### config.mk
export PLATFORM = sky130hd
export DESIGN_NAME = fetch_sequencer
export DESIGN_NICKNAME = d
export VERILOG_FILES = /design/src/rtl/fetch_sequencer.sv
export SDC_FILE = /design/constraint.sdc
export NUM_CORES = 1
export LEC_CHECK = 0
export BUFFER_PORTS_ARGS = -buffer_cell sky130_fd_sc_hd__buf_2
export CAP_MARGIN = 20
export CORE_UTILIZATION = 35
export DETAILED_ROUTE_END_ITERATION = 8
export GPL_TIMING_DRIVEN = 0
export PLACE_DENSITY = 0.7
export RECOVER_POWER = 50
export SLEW_MARGIN = 20
export SYNTH_ARGS = -nofsm -noshare
export SYNTH_HDL_FRONTEND = slang
export SYNTH_SLANG_ARGS = --single-unit
export TNS_END_PERCENT = 1
### constraint.sdc
create_clock -name clock -period 2.75 [get_ports clock]
set_input_delay 0.55 -clock clock [delete_from_list [all_inputs] [get_ports clock]]
set_output_delay 0.55 -clock clock [all_outputs]
set_load 0.03 [all_outputs]
### src/rtl/fetch_sequencer.sv
// Instruction fetch sequencer: owns the PC, keeps at most one request in flight to
// instruction memory, and hands fetched words to decode over valid/ready.
//
//  state    | meaning
//  ---------+--------------------------------------------------------------
//  S_FETCH  | requesting imem at pc (unless a halt is pending)
//  S_WAIT   | request granted, waiting for imem_rvalid
//  S_HOLD   | instruction presented to decode, waiting for instr_ready
//  S_HALTED | terminal until reset; pc frozen, no requests
module fetch_sequencer #(
   parameter int unsigned            ADDR_WIDTH   = 32,
   parameter logic [ADDR_WIDTH-1:0]  RESET_VECTOR = '0,
   parameter int unsigned            PC_STEP      = 4
) (
   input  logic                  clock,
   input  logic                  reset,
   input  logic                  halt_request,
   input  logic                  redirect_valid,
   input  logic [ADDR_WIDTH-1:0] redirect_target,
   output logic                  imem_req,
   output logic [ADDR_WIDTH-1:0] imem_addr,
   input  logic                  imem_gnt,
   input  logic                  imem_rvalid,
   input  logic [31:0]           imem_rdata,
   output logic                  instr_valid,
   output logic [ADDR_WIDTH-1:0] instr_pc,
   output logic [31:0]           instr_data,
   input  logic                  instr_ready,
   output logic [ADDR_WIDTH-1:0] pc_value,
   output logic                  halted
);

   typedef enum logic [1:0] {
      S_FETCH  = 2'd0,
      S_WAIT   = 2'd1,
      S_HOLD   = 2'd2,
      S_HALTED = 2'd3
   } state_t;

   state_t                state;
   logic [ADDR_WIDTH-1:0] pc;
   logic                  kill;
   logic                  halt_pending;
   logic                  fetch_req;
   logic [ADDR_WIDTH-1:0] redirect_pc;

   assign redirect_pc = {redirect_target[ADDR_WIDTH-1:2], 2'b00};
   assign fetch_req   = (state == S_FETCH) && !halt_pending;

   // Reset is synchronous, so the request is also masked combinationally
   // to keep it low during the reset cycle itself.
   assign imem_req    = fetch_req && !reset;
   assign imem_addr   = pc;
   assign instr_valid = (state == S_HOLD);
   assign halted      = (state == S_HALTED);
   assign pc_value    = pc;

   always_ff @(posedge clock) begin
      if (reset) begin
         state        <= S_FETCH;
         pc           <= RESET_VECTOR;
         kill         <= 1'b0;
         halt_pending <= 1'b0;
         instr_pc     <= '0;
         instr_data   <= '0;
      end else begin
         if (halt_request)
            halt_pending <= 1'b1;

         unique case (state)
            S_FETCH: begin
               if (redirect_valid) begin
                  pc <= redirect_pc;
                  if (imem_gnt && fetch_req) begin
                     state <= S_WAIT;
                     kill  <= 1'b1;
                  end
               end else if (halt_pending) begin
                  state <= S_HALTED;
               end else if (imem_gnt) begin
                  state <= S_WAIT;
               end
            end

            S_WAIT: begin
               if (imem_rvalid) begin
                  if (redirect_valid || kill) begin
                     if (redirect_valid)
                        pc <= redirect_pc;
                     kill  <= 1'b0;
                     state <= S_FETCH;
                  end else begin
                     instr_data <= imem_rdata;
                     instr_pc   <= pc;
                     pc         <= pc + ADDR_WIDTH'(PC_STEP);
                     state      <= S_HOLD;
                  end
               end else if (redirect_valid) begin
                  // Response for the old path is still owed; drop it on arrival.
                  pc   <= redirect_pc;
                  kill <= 1'b1;
               end
            end

            S_HOLD: begin
               if (redirect_valid) begin
                  pc    <= redirect_pc;
                  state <= S_FETCH;
               end else if (instr_ready) begin
                  state <= halt_pending ? S_HALTED : S_FETCH;
               end
            end

            S_HALTED: begin
               state <= S_HALTED;
            end

            default: state <= S_FETCH;
         endcase
      end
   end

endmodule

==> flow_metrics.env <==
export IMPL_ir_drop_mv=0.304
export IMPL_p_sw_w=0.00140
export IMPL_path_buf_inv=4
export IMPL_rows=42
export IMPL_status="finished, final reports clean"
export IMPL_async_reset_ff_share_pct=0
export IMPL_ff2ff_setup_slack_ns=0.18
export IMPL_dieHeight_um=119
export IMPL_cts_buffers_inserted=9
export IMPL_drt_first_iter_violations=407
export IMPL_start_util_pct=36.1
export IMPL_drc_errors=0
export IMPL_vias=5241
export IMPL_report_final_setup_viol=0
export IMPL_netlist_area_leader_share_pct=41.5
export IMPL_leakagePower_nw=2.34
export IMPL_hp_start="halt_request"
export IMPL_fmax_ghz=0.389
export IMPL_cts_htree_levels=3
export IMPL_grt_pass1_vias=4722
export IMPL_hold_class="primary input to flop"
export IMPL_critPathMaxFanout=10
export IMPL_layout_min_cycle_time_ns=2.57
export IMPL_ys_types=58
export IMPL_fin_crit_sh_pct=93.5
export IMPL_r2r_start="state[1]"
export IMPL_yosysWarnings=0
export IMPL_worstMarginPinSlew_ns=0.787
export IMPL_drv_slew=0
export IMPL_synth_largest_area_cell="dfxtp_1"
export IMPL_r2r_cells=8
export IMPL_synth_edf_count=0
export IMPL_ys_ff_latch=100
export IMPL_p_int_w=0.00262
export IMPL_n_antenna_cell=0
export IMPL_p_comb_share_pct=25.5
export IMPL_hold_viol=0
export IMPL_synth_cells=624
export IMPL_crit_family="buffers and inverters"
export IMPL_place_hpwl_um=11900
export IMPL_slowest_stage="nor2_1"
export IMPL_synth_top_cells_by_area="dfxtp_1 (42%), nand2_1 (12%), a21oi_1 (9.2%), buf_4 (5.4%), o21ai_0 (2.5%)"
export IMPL_clock_sinks=100
export IMPL_rr_endpoint="instr_pc[24]"
export IMPL_critPathRequiredTime_ns=3.04
export IMPL_maxCapViolCount=0
export IMPL_root_buffer="clkbuf_16"
export IMPL_report_power_total_w=0.00402
export IMPL_pre_cts_slack_ns=0.182
export IMPL_crit_top_cell="buf_2"
export IMPL_postCtsHoldBufs=0
export IMPL_worst_clock_skew_ns=0.00839
export IMPL_cts_resized=0
export IMPL_worst_setup_path_type="flop to flop"
export IMPL_place_congestion=0.900
export IMPL_seqPwrFrac_pct=42.3
export IMPL_clockBufferDepth=2
export IMPL_cp_end_kind="flop"
export IMPL_grt_max_degree=15
export IMPL_antenna_found_initial=0
export IMPL_synthesis_nets=696
export IMPL_swShare_pct=34.7
export IMPL_min_to="halt_pending"
export IMPL_ant_nets=0
export IMPL_path_cells="clkbuf_1, nand2_2, clkinv_1, nor2_1, buf_2, buf_2, nand2_1, a21oi_1"
export IMPL_slew_headroom_pct=47.0
export IMPL_clk_latency_ns=0.36
export IMPL_drive_above_1_share_pct=18.9
export IMPL_setup_ws_ns=0.178
export IMPL_globalRouteTotalUtil_pct=22.3
export IMPL_synth_flop_cell="dfxtp_1"
export IMPL_syn_area_um2=4820
export IMPL_seq_area_frac_synth_pct=41.5
export IMPL_routedWlPerCell_um=16.1
export IMPL_cp_slowest_stage_delay_ns=0.59
export IMPL_die_x_um=119
export IMPL_syn2layout_area_growth_pct=28.3
export IMPL_clkPwrFrac_pct=32.2
export IMPL_fin_hold_ws_ns=0.405
export IMPL_power_density_nw_per_um2=650
export IMPL_final_cell_mix="nand2_1 (153), clkbuf_1 (142), dfxtp_1 (100), buf_2 (92), a21oi_1 (89)"
export IMPL_rsz0062_at_grt="false"
export IMPL_vias_per_cell=5.18
export IMPL_min_path_cells=3
export IMPL_finalNetCount=904
export IMPL_wl_um=16300
export IMPL_grt_pass1_wl_um=24700
export IMPL_design_core_area_um2=13300
export IMPL_io_buffers=197
export IMPL_tns_ns=0
export IMPL_final_common_cell="nand2_1"
export IMPL_cp_start_kind="flop"
export IMPL_synth_avg_cell_area_um2=7.73
export IMPL_dieArea_um2=14300
export IMPL_firstDrtPassIters=5
export IMPL_grt_overflow=0
export IMPL_crit_cells=8
export IMPL_cts_tree="built"
export IMPL_clkTransAtPathRegs_ns=0.07
export IMPL_post_cts_setup_buffers=0
export IMPL_io_pins=202
export IMPL_arrival_ns=2.86
-- synthesized netlist by cell type, types with 3 or more instances --
master / instances
o21ai_0: 24
a211oi_1: 8
nor4_1: 8
a31oi_1: 4
or3_1: 4
nor3_1: 16
mux2i_1: 7
a311oi_1: 3
nand4_1: 15
o22ai_1: 3
nand3_1: 12
clkbuf_8: 4
o221ai_1: 9
buf_4: 35
o31ai_1: 3
dfxtp_1: 100
nor2_1: 28
clkbuf_1: 28
nand2_1: 153
buf_2: 6
a21oi_1: 89
and4_1: 7
and3_1: 7
inv_1: 5
-- metal layers --
layer	vias to the layer above	GRT usage (%)	routed length [µm]
li1	2585	-	-
met2	222	36.5	7650
met4	0	9.30	308
met3	23	3.83	1230
met1	2411	28.8	7090
met5	-	0	0
-- power groups by stage --
stage	sequential (W)	clock [W]	combinational (W)
finish	0.00170	0.00130	0.00103
global route	0.00172	0.00138	0.00110
CTS	0.00169	0.00131	0.00105
detailed placement	0.00173	0	0.00105
global placement	0.00172	0	0.00104
floorplan	0.00185	0	0.000575
-- cell families (layout without fill, tap and decap cells) --
logic type                 after synthesis  count (layout)  synth area share (%)
AOI/OAI and AO/OA                      164             164                  20.2
adders and majority gates                1               1                 0.259
buffers and inverters                   83             294                  10.3
DFF                                    100             100                  41.5
muxes                                    7               7                  1.45
and+or+nand+nor                        269             269                  26.2
-- layout make-up --
type,instances,area [µm²]
fillers,1445,7160
clock buffers,12,256
clock inverters,2,35.0
multi-input cells,441,2330
plain buffers,76,472
flip-flops and latches,100,2000
repair buffers,197,847
inverters,7,26.3
well taps,176,220
-- sequential cells by signal, indices dropped and copies added, names as in the netlist --
| register | cells |
|---|---|
| kill | 1 |
| state | 2 |
| instr_data | 32 |
| imem_addr | 32 |
| halt_pending | 1 |
| instr_pc | 32 |
-- through the flow --
step | cell area, µm² | utilization, % | std cells
3_3_place_gp | 6030 | 45.2 | 997
4_1_cts | 6320 | 47.3 | 1011
6_report | 6190 | 46.3 | 1011
3_5_place_dp | 6030 | 45.2 | 997
2_1_floorplan | 4820 | - | 624
5_1_grt | 6190 | 46.3 | 1011
-- worst reg2reg max path: cells and delay by family (launching register included) --
family,cells,cell delay (ns)
buffers and inverters,4,1.15
AOI/OAI and AO/OA,1,0.13
and+or+nand+nor,3,0.92
DFF,1,0.30
-- worst max-delay path by stage --
stage                  from       endpoint
2_1_floorplan         reset       imem_req
3_3_place_gp   imem_addr[2]  imem_addr[24]
3_5_place_dp   imem_addr[2]  imem_addr[24]
4_1_cts        imem_addr[2]  imem_addr[22]
5_1_grt            state[1]   instr_pc[24]
6_report           state[1]   instr_pc[24]
(Power assumes the default switching activity.)
